## src/rtl/stream_min_max_tracker.sv

```systemverilog
`default_nettype none
// ============================================================================
// Module   : stream_min_max_tracker
// Brief    : Per-frame min/max and rise/fall tracker over an unsigned sample
//            stream, with a valid/ready result handshake.
// Revision : 1.0
// ============================================================================
module stream_min_max_tracker #(
    parameter int WIDTH     = 8,
    parameter int FRAME_LEN = 4
) (
    input  logic                               clk,
    input  logic                               rst,
    input  logic                               clear,
    input  logic                               in_valid,
    input  logic [WIDTH-1:0]                   in_data,
    output logic                               in_ready,
    output logic                               out_valid,
    input  logic                               out_ready,
    output logic [WIDTH-1:0]                   min_out,
    output logic [WIDTH-1:0]                   max_out,
    output logic [$clog2(FRAME_LEN+1)-1:0]     rise_cnt,
    output logic [$clog2(FRAME_LEN+1)-1:0]     fall_cnt,
    output logic                               smaller,
    output logic                               equal,
    output logic                               bigger
);

    localparam int CNT_W = $clog2(FRAME_LEN + 1);
    localparam logic [CNT_W-1:0] C_LAST_CNT = CNT_W'(FRAME_LEN - 1);
    localparam logic [CNT_W-1:0] C_ONE      = CNT_W'(1);

    typedef enum logic [1:0] {
        IDLE  = 2'd0,
        ACCUM = 2'd1,
        DONE  = 2'd2
    } state_t;

    state_t             state_q, state_d;
    logic [WIDTH-1:0]   min_q, min_d;
    logic [WIDTH-1:0]   max_q, max_d;
    logic [WIDTH-1:0]   prev_q, prev_d;
    logic [CNT_W-1:0]   cnt_q, cnt_d;
    logic [CNT_W-1:0]   rise_q, rise_d;
    logic [CNT_W-1:0]   fall_q, fall_d;
    logic               sm_q, sm_d;
    logic               eq_q, eq_d;
    logic               bg_q, bg_d;
    logic               w_accept;

    assign in_ready = (state_q != DONE);
    assign w_accept = in_valid && in_ready && !clear;

    always_ff @(posedge clk or posedge rst) begin
        if (rst) begin
            state_q <= IDLE;
            min_q   <= '0;
            max_q   <= '0;
            prev_q  <= '0;
            cnt_q   <= '0;
            rise_q  <= '0;
            fall_q  <= '0;
            sm_q    <= 1'b0;
            eq_q    <= 1'b0;
            bg_q    <= 1'b0;
        end else begin
            state_q <= state_d;
            min_q   <= min_d;
            max_q   <= max_d;
            prev_q  <= prev_d;
            cnt_q   <= cnt_d;
            rise_q  <= rise_d;
            fall_q  <= fall_d;
            sm_q    <= sm_d;
            eq_q    <= eq_d;
            bg_q    <= bg_d;
        end
    end

    always_comb begin
        state_d = state_q;
        min_d   = min_q;
        max_d   = max_q;
        prev_d  = prev_q;
        cnt_d   = cnt_q;
        rise_d  = rise_q;
        fall_d  = fall_q;
        sm_d    = sm_q;
        eq_d    = eq_q;
        bg_d    = bg_q;

        if (clear) begin
            // Abort wins over everything, including a pending result handshake.
            state_d = IDLE;
            min_d   = '0;
            max_d   = '0;
            prev_d  = '0;
            cnt_d   = '0;
            rise_d  = '0;
            fall_d  = '0;
            sm_d    = 1'b0;
            eq_d    = 1'b0;
            bg_d    = 1'b0;
        end else begin
            case (state_q)
                IDLE: begin
                    if (w_accept) begin
                        min_d   = in_data;
                        max_d   = in_data;
                        prev_d  = in_data;
                        cnt_d   = C_ONE;
                        rise_d  = '0;
                        fall_d  = '0;
                        sm_d    = 1'b0;
                        eq_d    = 1'b0;
                        bg_d    = 1'b0;
                        state_d = ACCUM;
                    end
                end
                ACCUM: begin
                    if (w_accept) begin
                        sm_d   = (in_data <  prev_q);
                        eq_d   = (in_data == prev_q);
                        bg_d   = (in_data >  prev_q);
                        if (in_data > prev_q) rise_d = rise_q + C_ONE;
                        if (in_data < prev_q) fall_d = fall_q + C_ONE;
                        if (in_data < min_q)  min_d  = in_data;
                        if (in_data > max_q)  max_d  = in_data;
                        prev_d = in_data;
                        cnt_d  = cnt_q + C_ONE;
                        if (cnt_q == C_LAST_CNT) state_d = DONE;
                    end
                end
                DONE: begin
                    // Results stay frozen until downstream takes them.
                    if (out_ready) state_d = IDLE;
                end
                default: state_d = IDLE;
            endcase
        end
    end

    assign out_valid = (state_q == DONE);
    assign min_out   = min_q;
    assign max_out   = max_q;
    assign rise_cnt  = rise_q;
    assign fall_cnt  = fall_q;
    assign smaller   = sm_q;
    assign equal     = eq_q;
    assign bigger    = bg_q;

endmodule
`default_nettype wire
```

## config.mk

```make
export PLATFORM = sky130hd
export DESIGN_NAME = stream_min_max_tracker
export DESIGN_NICKNAME = d
export VERILOG_FILES = /design/src/rtl/stream_min_max_tracker.sv
export SDC_FILE = /design/constraint.sdc
export NUM_CORES = 1
export LEC_CHECK = 0
export BUFFER_PORTS_ARGS = -buffer_cell sky130_fd_sc_hd__buf_4
export CORE_ASPECT_RATIO = 1.4
export CORE_MARGIN = 2
export CORE_UTILIZATION = 57
export CTS_BUF_LIST = sky130_fd_sc_hd__clkbuf_16
export CTS_CLUSTER_SIZE = 10
export DETAILED_ROUTE_END_ITERATION = 6
export HOLD_SLACK_MARGIN = 0.03
export PLACE_DENSITY = 0.8
export SYNTH_ARGS = -nofsm -noshare
export SYNTH_HDL_FRONTEND = slang
export SYNTH_SLANG_ARGS = --single-unit
export TNS_END_PERCENT = 50
```

## constraint.sdc

```tcl
create_clock -name clk -period 2.7 [get_ports clk]
set_clock_uncertainty 0.2 [all_clocks]
set_input_delay 0.405 -clock clk [delete_from_list [all_inputs] [get_ports clk]]
set_output_delay 0.405 -clock clk [all_outputs]
set_load 0.02 [all_outputs]
```

==> results list, run 1 <==
- Hold Fails Final Rpt: 0
- Compound-gate portion of the synthesized area: approximately 20%
- Placeable Area: 4270 µm²
* Crit end category: flip-flop
- At the later pin of the worst-skew pair, clock insertion delay measures ~280 ps.
* Syn-to-layout area delta: 20.6%
- Per-cell routed wire length: between 15 and 20 µm
- Total CTS buffers: 5
* Area fraction of the dominant cell type after synthesis: between 30% and 40%
- Tightest Pin Transition: between 1000 and 1500 ps
- Net switching power: about 0.61 mW
- Routed metal-1 wirelength: between 2000 and 3000 µm
* Height of the die: ~83 µm
* Leading post-synthesis cells by instance count: sky130_fd_sc_hd__dfrtp_1, sky130_fd_sc_hd__nand2_1, sky130_fd_sc_hd__inv_1
* Syn Area/Cell: 8.22 µm²
- Leading register cell type out of synthesis: sky130_fd_sc_hd__dfrtp_1
- Global-route wire length before repair: between 10000 and 15000 µm
* Async set or reset register ratio after synthesis: between 90% and 100%
- Number of vias after detailed routing: 2488
* Fraction of power spent switching nets: approximately a third
- Uppermost signal routing layer after detailed routing: met4
- Worst setup startpoint: state_q[1]
* Register-to-Register Path Depth: 5
- Final HPWL from detailed placement: between 4000 and 5000 µm
- Summed instance area of the synthesized netlist: ~2600 µm²
- Antenna violations before repair: 0
- Once detail routing completed, the nets flagged for antenna violations numbered 0.
* Post-synthesis share of cell area spent on xor and xnor gates: 0%
* Clock Sinks: 38
- The worst setup path is of the reg2reg kind.
- Setup repair after global routing missed its margin: no
* Placed Cells incl. Taps: 402
- Counting I/O delays and the setup requirement, the final critical path takes approximately 2300 ps.
* Vias in the first global route: 2524
- Fraction of layout instances using a drive strength above 1: 16.6%
- Post-Synthesis Net Count: 351
- The count of buffers added on input and output ports is 39.
* Number of top-level pins: 40
- Summed over all layers, the routed wires come to roughly 6300 µm.
- # Post-CTS Setup Buffers: 0
* Endpoint arrival time on the critical path: 2280 ps
* Synth top area cells: sky130_fd_sc_hd__dfrtp_1, sky130_fd_sc_hd__ha_1, sky130_fd_sc_hd__nand2_1
- Number of iterations in the first detailed-routing pass: 5
- The setup check on the worst reg-to-reg path leaves a slack of between 300 and 400 ps.
* Reg-to-Reg Start: state_q[1]
* Clk slew on worst S/H paths: ~60 ps
- Violation count after the first detailed-routing iteration: 181
- Total leakage power: 1.49 nW
- Buffers inserted to repair hold after CTS numbered 0.
* Clock tree from TritonCTS: done
* Path class of the lowest-slack min-delay path: in2async
- Period utilization: 85.6%
- The flow ran to the end, and the final reports show no timing, DRC or antenna violations.
* DRC violations left: 0
- Once the clock tree was built, the resizer swapped 0 gates to a different size.
- Setup total negative slack on the finished layout was measured at 0 ps.
- Detailed routing placed a total of ~370 µm of wire on met3.
* Cell-internal power: approximately 1.2 mW
- Total Power Consumption: 1.86 mW
- Part of the power in the clock network: ~36%
- Width of the chip: ~60 µm
* Final RePlAce weighted congestion: roughly 0.88
- Count of warnings emitted by yosys: 0
- Power spread over the standard cell area amounts to approximately 600 nW/µm².
* Longest Clk Path Bufs: 2
- The worst pin sits at a relative slew slack of slightly above 30%.
- Initial Util: approximately three fifths
* Synthesized instance count: 311
- At the worst endpoint, the required time is 2660 ps.
- Detail Route met2 WL: roughly 3300 µm
- Post-layout instance count excluding filler cells: just over 400
- Share of synthesized area spent on multiplexers: less than 1%
- Setup violations remaining at the end of the flow were counted as 0.
* Root cell of the clock tree: sky130_fd_sc_hd__clkbuf_16
- Total of flip-flops plus latches after synthesis: 38
- Largest family of logic cells by synthesized area: simple AND/OR/NAND/NOR gates
- Summed over all instances, the cell type with the most area after synthesis is sky130_fd_sc_hd__dfrtp_1.
- Antenna diodes: 0
* Net count, final: a little under 400
- After detailed routing, the number of vias per cell comes to a little over 6.
- The total count of max-transition violations in the final report came to 0.
* Remaining Overflow, GRT: 0
- The die covers 5040 µm².
- Distinct cell type count of the synthesized netlist: 34
* H-tree depth reported by CTS: 2
- The tool flagged a number of max-cap violations equal to 0.
- Along the worst path, the maximum fanout reaches 16.
* Largest net degree at the start of global routing: 39
* Sequential share of power: 36.5%
- Peak VDD IR: around 0.00035 V
- Fillcell total: 365
* Combinational power share: 27.5%
- Count of flip-flops with a built-in enable after synthesis: 0
* Post-Synth Simple-Gate Area: between 20 and 25%
- Part of the Yosys area used for sequential elements: 37.2%
- The worst setup path is launched from a flip-flop.
* Std cell rows: 28
- The worst register-to-register path ends at min_out[2].
- Across every metal layer, demand over resource in global routing totals approximately 28%.
* Fmax: 433 MHz
- Area share of fa/ha/maj cells after synthesis: 13.2%
power by group through the flow:
stage	Sequential (mW)	Clock [mW]	Combinational [mW]
after floorplan	0.725	0	0.284
after global placement	0.685	0	0.490
after detailed placement	0.686	0	0.507
after CTS	0.677	0.671	0.512
after global routing	0.686	0.698	0.570
final	0.679	0.668	0.512
critical path, stage by stage (launching register included):
cell                      delay [ps]
sky130_fd_sc_hd__dfrtp_1         430
sky130_fd_sc_hd__and2b_2         420
sky130_fd_sc_hd__nor2_2          160
sky130_fd_sc_hd__or3_1           610
sky130_fd_sc_hd__a31oi_1         280
sky130_fd_sc_hd__nand3_1          90
logic make-up (layout without fill, tap and decap cells):
group                    after synthesis  count (layout)
adder cells (fa/ha/maj)               27              27
AND/OR/NAND/NOR                      119             119
buffers and inverters                 45              84
multiplexers                           1               1
flip-flops                            38              38
AO/OA/AOI/OAI                         81              81
layer usage:
layer / track usage, % / up-vias
met5: 0 / -
met4: 13.0 / 0
met3: 4.52 / 22
met2: 46.8 / 104
met1: 33.1 / 1157
li1: - / 1205
metrics by stage:
step | hold slack (ps) | instance area, µm² | utilization [%] | worst slack [ps]
3_3_place_gp | 265 | 2920 | 68.3 | 334
6_report | 41.1 | 3080 | 72.1 | 389
4_1_cts | 64.5 | 3080 | 72.1 | 393
2_1_floorplan | 270 | 2560 | - | 543
3_5_place_dp | 272 | 2920 | 68.3 | 272
5_1_grt | 102 | 3080 | 72.1 | 223
area by class of cell:
cell class	count	area, µm²	share of cell area [%]
Multi-Input combinational cell	228	1430	46.4
Timing Repair Buffer	47	353	11.4
Clock buffer	5	125	4.06
Sequential cell	38	951	30.8
Inverter	29	109	3.53
Tap cell	60	75.1	2.44
Clock inverter	3	40.0	1.30
cell usage in the layout (no fill, tap or decap), types with 2 or more instances in the layout:
cell / netlist / layout
sky130_fd_sc_hd__buf_4: 0 / 47
sky130_fd_sc_hd__nand2_1: 38 / 38
sky130_fd_sc_hd__dfrtp_1: 38 / 38
sky130_fd_sc_hd__inv_1: 29 / 29
sky130_fd_sc_hd__ha_1: 27 / 27
sky130_fd_sc_hd__nand3_1: 23 / 23
sky130_fd_sc_hd__nor2_1: 22 / 22
sky130_fd_sc_hd__a21oi_1: 22 / 21
sky130_fd_sc_hd__nand4_1: 20 / 20
sky130_fd_sc_hd__o21ai_0: 16 / 16
sky130_fd_sc_hd__a31oi_1: 16 / 16
sky130_fd_sc_hd__a211o_1: 8 / 8
sky130_fd_sc_hd__clkbuf_16: 0 / 5
sky130_fd_sc_hd__a21o_1: 3 / 3
sky130_fd_sc_hd__and4_1: 3 / 3
sky130_fd_sc_hd__nand2b_1: 3 / 3
sky130_fd_sc_hd__o31ai_1: 3 / 3
sky130_fd_sc_hd__or4_1: 3 / 3
sky130_fd_sc_hd__o21ai_1: 2 / 2
sky130_fd_sc_hd__nor2b_1: 2 / 2
sky130_fd_sc_hd__o21a_1: 2 / 2
sky130_fd_sc_hd__nor3_1: 2 / 2
sky130_fd_sc_hd__a22o_1: 2 / 2
sky130_fd_sc_hd__o22ai_1: 2 / 2
sky130_fd_sc_hd__o211ai_1: 2 / 2
sky130_fd_sc_hd__clkinv_2: 0 / 2
state kept, by name (all words and copies together), names as in the netlist:
register and count:
min_out 8, rise_cnt 3, prev_q 8, equal 1, fall_cnt 3, max_out 8
bigger 1, smaller 1, cnt_q 3, state_q 2
worst max path at each step:
| stage | end | slack [ps] | cells after the start |
|---|---|---|---|
| 6_report | min_out[2] | 390 | 5 |
| 5_1_grt | rise_cnt[2] | 220 | 7 |
| 4_1_cts | min_out[2] | 390 | 5 |
| 3_5_place_dp | rise_cnt[2] | 270 | 7 |
| 3_3_place_gp | rise_cnt[2] | 330 | 7 |
| 2_1_floorplan | min_out[4] | 540 | 9 |
Note: power is estimated with default switching activity, not from simulation.
==> run 2, diff against run 1 <==
==> constraint.sdc (replaced) <==
create_clock -name clk -period 2.7 [get_ports clk]
set_clock_uncertainty 0.2 [all_clocks]
set_input_delay 0.27 -clock clk [delete_from_list [all_inputs] [get_ports clk]]
set_output_delay 0.27 -clock clk [all_outputs]
set_load 0.02 [all_outputs]
==> results list, run 2 (same netlist as run 1, synthesis figures left out) <==
- The flow ran to the end, and the final reports show no timing, DRC or antenna violations.
- The fraction of met1 tracks used by global routing was 32.0% (-1.0 points).
- Setup repair after global routing missed its margin: no
- Cell-internal power: 1.14 mW (-8.3%)
* Average vias per placed instance: 5.94 (-2.1%)
* Global-route wire length before repair: 10200 µm (-7.6%)
* Tightest Pin Transition: 1080 ps (+43.0 ps)
- Buffers on Ports: 39 (unchanged)
* Antenna violations before repair: 0 (unchanged)
* Crit start category: flip-flop
- The number of hold violations in the final report is 0 (unchanged).
- The die span in x was 60.6 µm (unchanged).
* Total CTS buffers: 5 (unchanged)
* Final worst-path setup slack: 413 ps (+23.5 ps)
- The final sum of negative setup slack was 0 ps (unchanged).
- In the layout the commonest cells are sky130_fd_sc_hd__buf_4, sky130_fd_sc_hd__nand2_1, sky130_fd_sc_hd__dfrtp_1.
- Number of max-cap violations: 0 (unchanged)
- The half-perimeter wire length after detailed placement came to 4330 µm (-6.1%).
- Placed Cells incl. Taps: 400 (-0.50%)
* Number of max-slew violations in the final report: 0 (unchanged)
* Remaining Overflow, GRT: 0 (unchanged)
- The number of buffers on the longest clock path is 2 (unchanged).
* DRC violations left: 0 (unchanged)
* Final worst path period need: 2290 ps (-23.5 ps)
- Most common library cell in the layout ignoring fill and taps: sky130_fd_sc_hd__buf_4
- Aggregate global-route resource usage: 25.9% (-2.0 points)
- Std cell rows: 28 (unchanged)
- Initial Util: 59.8% (unchanged)
- The count of inserted antenna diode cells is 0 (unchanged).
- Combinational power share: 28.6% (+1.1 points)
- The vertical die dimension was 83.2 µm (unchanged).
* Floorplan die area: 5040 µm² (unchanged)
- Pre-CTS setup slack: 416 ps (+144 ps)
* Required time worst endpoint: 2660 ps (about the same)
* Clock Latency Late Sink: 280 ps (about the same)
* Count of final setup violators: 0 (unchanged)
* Met3 Track Usage GR: 3.58% (-0.93 points)
- The maximum clock rate was 437 MHz (+1.0%).
- The net total in the final layout came to 388 (-0.26%).
- Placeable Area: 4270 µm² (unchanged)
- Period utilization: 84.7% (-0.87 points)
- The largest fanout of any net on the critical path came to 16 (unchanged).
- Met2 demand-to-capacity share in global routing: 43.5% (-3.3 points)
- Peak VDD IR: 0.000379 V (+9.0%)
* Per-cell routed wire length: 14.7 µm (-4.8%)
* Crit path kind: reg2reg
* H-tree depth reported by CTS: 2 (unchanged)
- Endpoint arrival time on the critical path: 2250 ps (-30 ps)
- Clk slew on worst S/H paths: 60 ps (about the same)
* Number of top-level pins: 40 (unchanged)
- The final cell count without fillers came to 409 (-0.24%).
- Crit end category: flip-flop
- The number of DRC markers after the initial detailed-route iteration is 166 (-8.3%).
- In this run the worst hold path is classified as in2reg.
- Cell area power density: 568 nW/µm² (-5.8%)
- The leakage power is 1.47 nW (-1.1%).
- Clock tree from TritonCTS: done
- The part of the total power dissipated in the clock network came to 32.4% (-3.5 points).
- The largest net degree at the start of global routing is 44 (+13%).
- The final routed wirelength across all metal layers came to 6020 µm (-5.1%).
* Clock Sinks: 38 (unchanged)
- The total via count after detailed routing was 2429 (-2.4%).
- Root cell of the clock tree: sky130_fd_sc_hd__clkbuf_16
- The via count of the first global-routing pass was 2298 (-9.0%).
* Sequential share of power: 39.1% (+2.6 points)
- Final RePlAce weighted congestion: 0.862 (-2.5%)
- The first-pass iteration count of the detailed router came to 5 (unchanged).
* Fraction of power spent switching nets: 34.0% (+1.1 points)
- The area growth from synthesis to layout is 19.3%.
- The total power of the final layout was 1.73 mW (-6.8%).
- The number of instances resized during post-cts repair was 0 (unchanged).
- The final hold slack came to 62.2 ps (+21.1 ps).
- Most heavily used metal layer in global routing: met2
- Fraction of layout instances using a drive strength above 1: 15.5% (-1.1 points)
- # Post-CTS Setup Buffers: 0 (unchanged)
* Rel. slew slack: 27.3% (-2.9 points)
- Antenna violation net count after detailed routing: 0 (unchanged)
* Net switching power: 0.590 mW (-3.7%)
-- run 2: worst max-delay path, stage by stage, from the launching register on --
cell,delay [ps]
sky130_fd_sc_hd__dfrtp_1,390
sky130_fd_sc_hd__inv_1,70
sky130_fd_sc_hd__ha_1,310
sky130_fd_sc_hd__nand2_1,60
sky130_fd_sc_hd__o21ai_1,840
sky130_fd_sc_hd__a211o_1,240
sky130_fd_sc_hd__nand3_1,60
-- run 2: final cells by class --
| cell class | count | area (µm²) |
|---|---|---|
| Sequential cell | 38 | 951 |
| Tap cell | 60 | 75.1 |
| Multi-Input combinational cell | 228 | 1430 |
| Inverter | 29 | 109 |
| Clock buffer | 5 | 125 |
| Timing Repair Buffer | 46 | 348 |
| Fill cell | 364 | 1220 |
| Clock inverter | 3 | 12.5 |
-- run 2: layer usage --
layer / vias up / part of all wire (%)
met5: - / 0
met4: 0 / 2.3
met3: 10 / 4.2
met2: 76 / 53
met1: 1141 / 40
li1: 1202 / -
-- run 2: path summary, 6_finish.rpt --
check                           start           to  slack, ps  cells past startpoint
setup / recovery           min_out[3]   min_out[3]        410                      6
min in group asynchronous         rst  rise_cnt[2]        470                      4
hold / removal             in_data[0]    prev_q[0]         60                      3
hold reg to reg                bigger       bigger        280                      2
setup reg to reg           min_out[3]   min_out[3]        410                      6
max in group asynchronous         rst   min_out[7]       1490                      4
-- run 2: timing repair --
item	4_1_cts	5_1_grt
hold buffers	1	0
hold endpoints to repair	38	0
endpoints found under the setup margin	0	0
-- run 2: power groups by stage --
stage	combinational (mW)	clock (mW)	sequential (mW)
floorplan	0.284	0	0.725
global placement	0.481	0	0.683
detailed placement	0.491	0	0.686
CTS	0.497	0.566	0.676
global route	0.558	0.586	0.686
finish	0.495	0.561	0.677
-- run 2: stage by stage --
| stage | area, µm² | util (%) |
|---|---|---|
| floorplan | 2560 | - |
| global placement | 2900 | 67.9 |
| detailed placement | 2900 | 67.9 |
| CTS | 3050 | 71.4 |
| global route | 3050 | 71.4 |
| finish | 3050 | 71.4 |
